<file path="config.mk">
export PLATFORM = sky130hd
export DESIGN_NAME = multi_debouncer
export DESIGN_NICKNAME = d
export VERILOG_FILES = /design/src/rtl/multi_debouncer.sv
export SDC_FILE = /design/constraint.sdc
export NUM_CORES = 1
export LEC_CHECK = 0
export CORE_MARGIN = 2
export CORE_UTILIZATION = 50
export DETAILED_ROUTE_END_ITERATION = 10
export PLACE_DENSITY_LB_ADDON = 0.15
export SLEW_MARGIN = 20
export SYNTH_ARGS = -nofsm -noshare
export SYNTH_HDL_FRONTEND = slang
export SYNTH_SLANG_ARGS = --single-unit
</file>
<file path="constraint.sdc">
create_clock -name clk -period 3.1 [get_ports clk]
set_input_delay 0.775 -clock clk [delete_from_list [all_inputs] [get_ports clk]]
set_output_delay 0.775 -clock clk [all_outputs]
set_load 0.02 [all_outputs]
</file>
<file path="src/rtl/multi_debouncer.sv">
// N-channel push-button debouncer: 2-flop synchronizer, per-channel qualify FSM, level + press/release strobes.
// Optional long-press strobe (hold_p) is built when MULTI_DEBOUNCER_HOLD_EN is defined.
module multi_debouncer #(
  parameter int unsigned CHANNELS    = 4,
  parameter int unsigned DB_CYCLES   = 1000,
  parameter int unsigned HOLD_CYCLES = 50000
) (
  input  logic                clk,
  input  logic                rst_l,
  input  logic [CHANNELS-1:0] btn,
  output logic [CHANNELS-1:0] btn_db,
  output logic [CHANNELS-1:0] press_p,
  output logic [CHANNELS-1:0] release_p,
  output logic [CHANNELS-1:0] hold_p,
  output logic                any_press
);

  localparam int unsigned MAX_CYC = (DB_CYCLES > HOLD_CYCLES) ? DB_CYCLES : HOLD_CYCLES;
  localparam int unsigned CW      = $clog2(MAX_CYC + 1);
  localparam logic [CW-1:0] DB_LAST = CW'(DB_CYCLES - 1);

  typedef enum logic [1:0] {LOW, RISE_CHK, HIGH, FALL_CHK} state_t;

  logic [CHANNELS-1:0] s1, s2;
  logic [CHANNELS-1:0] press_n;

  always_ff @(posedge clk or negedge rst_l) begin
    if (!rst_l) begin
      s1        <= '0;
      s2        <= '0;
      any_press <= 1'b0;
    end else begin
      s1        <= btn;
      s2        <= s1;
      any_press <= |press_n;
    end
  end

  for (genvar i = 0; i < CHANNELS; i++) begin : g_ch
    state_t        state, state_n;
    logic [CW-1:0] cnt, cnt_n;
    logic          db_q, db_n;
    logic          press_q, press_c;
    logic          rel_q, rel_c;

    always_comb begin
      state_n = state;
      cnt_n   = '0;
      db_n    = db_q;
      press_c = 1'b0;
      rel_c   = 1'b0;
      case (state)
        LOW: begin
          db_n = 1'b0;
          if (s2[i]) state_n = RISE_CHK;
        end
        RISE_CHK: begin
          if (!s2[i]) begin
            state_n = LOW;
          end else if (cnt == DB_LAST) begin
            state_n = HIGH;
            db_n    = 1'b1;
            press_c = 1'b1;
          end else begin
            cnt_n = cnt + 1'b1;
          end
        end
        HIGH: begin
          db_n = 1'b1;
          if (!s2[i]) state_n = FALL_CHK;
        end
        FALL_CHK: begin
          if (s2[i]) begin
            state_n = HIGH;
          end else if (cnt == DB_LAST) begin
            state_n = LOW;
            db_n    = 1'b0;
            rel_c   = 1'b1;
          end else begin
            cnt_n = cnt + 1'b1;
          end
        end
        default: begin
          state_n = LOW;
          db_n    = 1'b0;
        end
      endcase
    end

    always_ff @(posedge clk or negedge rst_l) begin
      if (!rst_l) begin
        state   <= LOW;
        cnt     <= '0;
        db_q    <= 1'b0;
        press_q <= 1'b0;
        rel_q   <= 1'b0;
      end else begin
        state   <= state_n;
        cnt     <= cnt_n;
        db_q    <= db_n;
        press_q <= press_c;
        rel_q   <= rel_c;
      end
    end

    assign press_n[i]   = press_c;
    assign btn_db[i]    = db_q;
    assign press_p[i]   = press_q;
    assign release_p[i] = rel_q;

`ifdef MULTI_DEBOUNCER_HOLD_EN
    localparam logic [CW-1:0] HOLD_LAST = CW'(HOLD_CYCLES - 1);
    localparam logic [CW-1:0] HOLD_SAT  = CW'(HOLD_CYCLES);

    logic [CW-1:0] hcnt, hcnt_n;
    logic          hold_q, hold_c;

    // Only a fresh press (RISE_CHK->HIGH) restarts the count, so a rejected
    // release glitch does not produce a second hold pulse. Counting to HOLD_SAT
    // (one past the threshold) makes the pulse fire exactly once; a confirmed
    // release on the threshold cycle wins over hold.
    always_comb begin
      hcnt_n = hcnt;
      hold_c = 1'b0;
      if (state == RISE_CHK && state_n == HIGH) begin
        hcnt_n = '0;
      end else if (state_n == LOW) begin
        hcnt_n = '0;
      end else if (state == HIGH || state == FALL_CHK) begin
        if (hcnt < HOLD_SAT) begin
          hcnt_n = hcnt + 1'b1;
          hold_c = (hcnt == HOLD_LAST);
        end
      end
    end

    always_ff @(posedge clk or negedge rst_l) begin
      if (!rst_l) begin
        hcnt   <= '0;
        hold_q <= 1'b0;
      end else begin
        hcnt   <= hcnt_n;
        hold_q <= hold_c;
      end
    end

    assign hold_p[i] = hold_q;
`else
    assign hold_p[i] = 1'b0;
`endif
  end

endmodule

</file>
==> results of run 1 <==
critical path, cell delays in order, from the launching register on:
cell and delay [ps]:
dfrtp_1 440, or4_1 520, or4_1 670, nand2_2 330, a21oi_1 130, a211oi_1 170
cell families after synthesis:
group                    Yosys count
AND/OR/NAND/NOR                  202
XOR/XNOR                          49
buffers and inverters             47
other                              1
adder cells (fa/ha/maj)           20
flip-flops                        93
AO/OA/AOI/OAI                     53
multiplexers                       7
sequential cells by signal, indices dropped and copies added (netlist names), named ones only:
register and count:
any_press 1, g_ch.cnt 64, g_ch.db_q 4, g_ch.press_q 4, g_ch.rel_q 4, g_ch.state 4
s1 4, s2 4
routing by layer:
metal	routed length, microns	part of all wire (%)
met1	3900	50
met2	3620	46
met3	200	2.6
met4	99	1.3
met5	0	0
synthesized netlist by cell type:
cell      instances  area share, %
nor4b_1           2           0.38
or3_1             8            1.1
nand4_1          14            1.9
a221oi_1          1           0.19
and2_1            2           0.27
ha_1             20            5.4
nor4_2            1           0.27
inv_1            18            1.4
buf_2             2           0.21
nand3_1          18            1.9
o31a_1            2           0.38
conb_1            1          0.080
nand3b_1          2           0.32
mux2i_1           7            1.5
and4_1            6            1.1
dfrtp_1          93             50
o21ai_0          13            1.4
buf_1             1          0.080
or4_1             4           0.64
nor4bb_1          1           0.21
nor3b_1           2           0.32
xnor2_1          16            3.0
and3_1           14            1.9
o311ai_1          1           0.19
o21a_1            6           0.97
nand2b_1          5           0.67
o31ai_1           3           0.48
nor3_1            8           0.86
nand2_1          30            2.4
xor2_1           33            6.2
and2_4            1           0.19
a211oi_1          3           0.48
a41o_1            1           0.21
a22o_1            2           0.38
clkbuf_1         10           0.80
nor2b_1           3           0.40
nor2_1           73            5.9
buf_4            16            2.6
o31ai_2           1           0.27
nand2_2           1           0.13
nor4_1            7           0.94
a21oi_1          20            2.1
power groups by stage:
| stage | clock (mW) | sequential [mW] | combinational (mW) |
|---|---|---|---|
| floorplan | 0 | 1.45 | 0.868 |
| global placement | 0 | 1.48 | 1.04 |
| detailed placement | 0 | 1.49 | 1.07 |
| CTS | 0.861 | 1.47 | 1.08 |
| global route | 0.914 | 1.49 | 1.22 |
| finish | 0.835 | 1.47 | 1.06 |
cells in the final DEF, fill, tap and decap left out, types with 7 or more instances in the layout:
master,netlist,layout
mux2i_1,7,7
clkbuf_8,0,11
nor4_1,7,7
or3_1,8,8
dfrtp_1,93,93
inv_1,18,18
nand4_1,14,14
nand2_1,30,30
nor3_1,8,8
nand3_1,18,18
xor2_1,33,33
a21oi_1,20,20
o21ai_0,13,13
clkdlybuf4s50_1,0,17
xnor2_1,16,16
ha_1,20,20
nor2_1,73,73
and3_1,14,14
how the worst min path moves through the flow:
stage	startpoint	slack (ps)	depth (start not counted)	endpoint
after floorplan	s1[0]$_DFF_PN0_	330	0	s2[0]$_DFF_PN0_
after global placement	s1[1]$_DFF_PN0_	330	0	s2[1]$_DFF_PN0_
after detailed placement	s1[1]$_DFF_PN0_	340	0	s2[1]$_DFF_PN0_
after CTS	s1[1]$_DFF_PN0_	360	0	s2[1]$_DFF_PN0_
after global routing	s1[1]$_DFF_PN0_	370	0	s2[1]$_DFF_PN0_
final	s1[1]$_DFF_PN0_	360	0	s2[1]$_DFF_PN0_
cell type report:
| type | instances | area, sq um | share of cell area [%] |
|---|---|---|---|
| Sequential cell | 93 | 2330 | 46.0 |
| Multi-Input combinational cell | 335 | 2110 | 41.7 |
| Timing Repair Buffer | 20 | 205 | 4.06 |
| Clock buffer | 11 | 151 | 2.99 |
| Tap cell | 111 | 139 | 2.74 |
| Inverter | 18 | 67.6 | 1.34 |
| Clock inverter | 5 | 58.8 | 1.16 |
per-stage QoR:
stage          total power [mW]  hold WS [ps]  setup slack [ps]  util (%)
4_1_cts                    3.41           364               749      55.3
5_1_grt                    3.63           371               637      55.3
3_3_place_gp               2.52           335               828      53.0
3_5_place_dp               2.56           343               739      53.0
2_1_floorplan              2.32           331               977         -
6_report                   3.36           360               746      55.3
==> impl_metrics.env, run 1 <==
export IMPL_met3_usage_pct=3.74
export IMPL_rr_worst_depth=5
export IMPL_fin_crit_ps=2350
export IMPL_arrival_ps=2620
export IMPL_synthAdderAreaFrac_pct=5.36
export IMPL_wl_per_cell_microns=13.2
export IMPL_yosys_area_share_simple_pct=21.8
export IMPL_ctsHoldBuffers=0
export IMPL_critical_path_class="reg2reg"
export IMPL_start_util_pct=51.0
export IMPL_dieArea_sq_mm=0.0101
export IMPL_vias_per_cell=5.32
export IMPL_core_area_sq_mm=0.00915
export IMPL_skew_ps=14.0
export IMPL_diodes=0
export IMPL_clockBufferDepth=2
export IMPL_reg2reg_slack_ps=750
export IMPL_root_buffer="clkbuf_8"
export IMPL_gr_usage_all_layers_pct=16.9
export IMPL_startpoint_type="flip-flop"
export IMPL_finalInstanceArea_sq_mm=0.00506
export IMPL_p_int_mw=2.19
export IMPL_nFillCells=829
export IMPL_fin_cells=593
export IMPL_drive_gt1_share_pct=4.77
export IMPL_grt_pass1_wl_microns=13700
export IMPL_cp_endpoint="g_ch[1].state[0]$_DFFE_PN0P_"
export IMPL_path_max_fanout=17
export IMPL_drc_errors=0
export IMPL_placed_cells=577
export IMPL_r2r_end="g_ch[1].state[0]$_DFFE_PN0P_"
export IMPL_p_switching_mw=1.17
export IMPL_clock_latency_ps=350
export IMPL_clkTransAtPathRegs_ps=90
export IMPL_cts_tree="built"
export IMPL_fp_dieH_microns=101
export IMPL_required_ps=3370
export IMPL_synth_seq_area_share_pct=49.9
export IMPL_ir_drop_mv=0.373
export IMPL_place_gp_congestion=0.801
export IMPL_outcome="completed"
export IMPL_port_buffers=18
export IMPL_synth_compound_area_share_pct=7.08
export IMPL_cts_buffers_inserted=9
export IMPL_drv_cap=0
export IMPL_nNetsFinal=503
export IMPL_ys_types=42
export IMPL_dpl_instance_area_sq_mm=0.00485
export IMPL_route_vias_total=3153
export IMPL_max_freq_mhz=425
export IMPL_cts_sinks=93
export IMPL_rows=35
export IMPL_p_comb_share_pct=31.6
export IMPL_htreeDepth=3
export IMPL_synth_xor_area_share_pct=9.20
export IMPL_tightest_slew_ps=656
export IMPL_grt_pass1_vias=3036
export IMPL_ys_warn_count=0
export IMPL_antenna_found_initial=0
export IMPL_dp_hpwl_microns=5430
export IMPL_finalSetupViolCount=0
export IMPL_slew_headroom_pct=56.2
export IMPL_rsz0062_at_grt="false"
export IMPL_first_pass_iters=4
export IMPL_powerDensity_mw_per_mm2=665
export IMPL_synthMuxAreaShare_pct=1.50
export IMPL_r2r_start="g_ch[1].cnt[10]$_DFF_PN0_"
export IMPL_synthToLayoutAreaGrowth_pct=8.45
export IMPL_grtUsageMet1_pct=22.9
export IMPL_final_hold_viol_count=0
export IMPL_startpoint="g_ch[1].cnt[10]$_DFF_PN0_"
export IMPL_postRouteAntennaNets=0
export IMPL_finalSetupTns_ps=0
export IMPL_grt_overflow_total=0
export IMPL_seqPwrFrac_pct=43.6
export IMPL_fp_dieW_microns=101
export IMPL_syn_inst=472
export IMPL_num_io_pins=23
export IMPL_post_cts_buffers=0
export IMPL_syn_area_sq_mm=0.00467
export IMPL_hp_class="reg2reg"
export IMPL_drt_iter0_drc=57
export IMPL_p_sw_share_pct=34.9
export IMPL_fin_crit_sh_pct=75.9
export IMPL_synth_top_family_by_area="simple AND/OR/NAND/NOR gates"
export IMPL_slew_viol_final=0
export IMPL_syn_avg_cell_area_sq_um=9.89
export IMPL_leakage_nw=2.22
export IMPL_grt_max_degree=51
export IMPL_routed_wl_microns=7820
export IMPL_cts_resized=0
export IMPL_synth_seq_cells=93
export IMPL_grt_util_met2_pct=26.9
export IMPL_power_frac_clock_pct=24.8
export IMPL_busiest_layer="met2"
export IMPL_endpoint_kind="flip-flop"
No activity file was read; power rests on OpenSTA's default activity.
==> run 2: changes to the inputs <==
- clock period: 3.1 -> 2.3 ns (I/O delays scaled with it)
==> run 2 against run 1 <==
Wire length is 2.9% higher. Setup slack got worse by 590 ps. Flip-flop and latch count did not move. Die area unchanged. Fmax is 10% higher. Sequential power up 35%. Non-clock buffer count rose by 7. Combinational power rose by 41%. Critical path depth did not move. Via count rose by 1.7%. Worst hold slack worse by 200 ps. Global-route usage increased by 0.35 points. Largest power group unchanged. Highest routed layer unchanged.
==> impl_metrics.env, run 2 (synthesis gave the netlist of run 1 again) <==
export IMPL_outcome="completed"
export IMPL_required_ps=2530
export IMPL_drc_errors=0
export IMPL_largest_reg_flops=64
export IMPL_path_max_fanout=7
export IMPL_clockBufferDepth=2
export IMPL_diodes=0
export IMPL_cts_sinks=93
export IMPL_r2r_end="g_ch[1].state[0]$_DFFE_PN0P_"
export IMPL_startpoint_type="flip-flop"
export IMPL_port_buffers=18
export IMPL_htreeDepth=3
export IMPL_r2r_start="g_ch[1].cnt[4]$_DFF_PN0_"
export IMPL_start_util_pct=51.0
export IMPL_grt_pass1_wl_microns=14200
export IMPL_grt_pass1_vias=3150
export IMPL_final_hold_viol_count=0
export IMPL_num_io_pins=23
export IMPL_arrival_ps=2370
export IMPL_route_vias_total=3206
export IMPL_endpoint_kind="flip-flop"
export IMPL_leakage_nw=2.28
export IMPL_rr_worst_depth=5
export IMPL_area_sequential_sq_mm=0.00233
export IMPL_antenna_found_initial=0
export IMPL_mostFrequentLayoutCells="dfrtp_1 (93), nor2_1 (73), xor2_1 (33)"
export IMPL_grt_overflow_total=0
export IMPL_tightest_slew_ps=599
export IMPL_gr_usage_all_layers_pct=17.3
export IMPL_wl_per_cell_microns=13.4
export IMPL_max_freq_mhz=467
export IMPL_drv_cap=0
export IMPL_slew_headroom_pct=59.7
export IMPL_powerDensity_mw_per_mm2=942
export IMPL_postRouteAntennaNets=0
export IMPL_final_common_cell="dfrtp_1"
export IMPL_critical_path_class="reg2reg"
export IMPL_dpl_instance_area_sq_mm=0.00490
export IMPL_multi_input_area_sq_mm=0.00211
export IMPL_routed_wl_microns=8050
export IMPL_root_buffer="clkbuf_8"
export IMPL_vias_per_cell=5.34
export IMPL_rsz0062_at_grt="false"
export IMPL_cts_tree="built"
export IMPL_reg2reg_slack_ps=160
export IMPL_nFillCells=778
export IMPL_dieArea_sq_mm=0.0101
export IMPL_drt_iter0_drc=76
export IMPL_place_gp_congestion=0.779
export IMPL_top_register="g_ch.cnt"
export IMPL_grt_max_degree=37
export IMPL_dp_hpwl_microns=5580
export IMPL_cts_buffers_inserted=9
export IMPL_nNetsFinal=510
export IMPL_slew_viol_final=0
export IMPL_clock_latency_ps=360
export IMPL_rows=35
export IMPL_clkTransAtPathRegs_ps=90
export IMPL_finalSetupViolCount=0
export IMPL_first_pass_iters=4
export IMPL_core_area_sq_mm=0.00915
export IMPL_fp_dieH_microns=101
export IMPL_synthToLayoutAreaGrowth_pct=10.8
export IMPL_hp_class="in2async"
export IMPL_drive_gt1_share_pct=6.13
export IMPL_skew_ps=13.2
export IMPL_fp_dieW_microns=101
export IMPL_fin_crit_sh_pct=93.1
export IMPL_finalSetupTns_ps=0
export IMPL_finalInstanceArea_sq_mm=0.00517
export IMPL_ir_drop_mv=0.493
export IMPL_fin_crit_ps=2140
## run 2: changes by cell type in the layout (fill, tap and decap cells not counted)
cell,before,now
or4_1,4,3
clkbuf_8,11,9
or4_4,0,1
bufinv_16,1,4
clkinv_2,1,0
clkinv_4,1,0
clkbuf_1,0,1
buf_4,2,9
## run 2: final cells by class
class / count / share of cell area [%]
Sequential cell: 93 / 45.0
Inverter: 18 / 1.31
Timing Repair Buffer: 27 / 4.99
Clock buffer: 10 / 2.47
Clock inverter: 6 / 2.61
Multi-Input combinational cell: 335 / 40.9
Tap cell: 111 / 2.69
## run 2: what timing repair did
action / in CTS / in global routing
hold buffers: 0 / 0
endpoints found under the hold margin: 0 / 0
resized for setup: 0 / 1
setup buffers: 0 / 0
endpoints found under the setup margin: 0 / 2
## run 2: critical path, cell delays in order, from the launching register on
cell and delay (ps):
dfrtp_1 410, or4_1 510, or4_4 600, and2_4 200, nor4_2 220, a211oi_1 80
## run 2: worst max path at each step
stage / startpoint / endpoint / slack (ps) / cells after the start
after floorplan: g_ch[1].cnt[10]$_DFF_PN0_ / flip-flop / 180 / 6
after global placement: g_ch[1].cnt[13]$_DFF_PN0_ / flip-flop / 100 / 5
after detailed placement: g_ch[1].cnt[4]$_DFF_PN0_ / flip-flop / 70 / 5
after CTS: g_ch[1].cnt[4]$_DFF_PN0_ / g_ch[1].state[0]$_DFFE_PN0P_ / 60 / 5
after global routing: g_ch[1].cnt[13]$_DFF_PN0_ / flip-flop / 30 / 5
final: g_ch[1].cnt[4]$_DFF_PN0_ / g_ch[1].state[0]$_DFFE_PN0P_ / 160 / 5
## run 2: report_power, final
group | leakage [nW] | switching, mW | total, mW | internal, mW
Clock | 0.123 | 0.573 | 1.41 | 0.832
Combinational | 0.906 | 0.871 | 1.49 | 0.616
Sequential | 1.25 | 0.168 | 1.98 | 1.81
Total | 2.28 | 1.61 | 4.87 | 3.26
## run 2: per-layer routing
| metal | vias to the layer above | track usage [%] | routed length, microns |
|---|---|---|---|
| li1 | 1619 | - | - |
| met4 | 0 | 6.32 | 104 |
| met2 | 39 | 27.6 | 3720 |
| met5 | - | 0 | 0 |
| met3 | 11 | 3.61 | 241 |
| met1 | 1537 | 23.4 | 3980 |
## run 2: per-stage QoR
step                std cells  setup slack (ps)  hold slack [ps]  power (mW)  utilization (%)
floorplan                 475               177              279        3.13                -
detailed placement        584              65.8              337        3.49             53.6
global placement          584              97.5              337        3.44             53.6
finish                    600               159              160        4.87             56.5
CTS                       600              64.2              169        4.92             56.4
global route              600              31.6              184        5.20             56.5
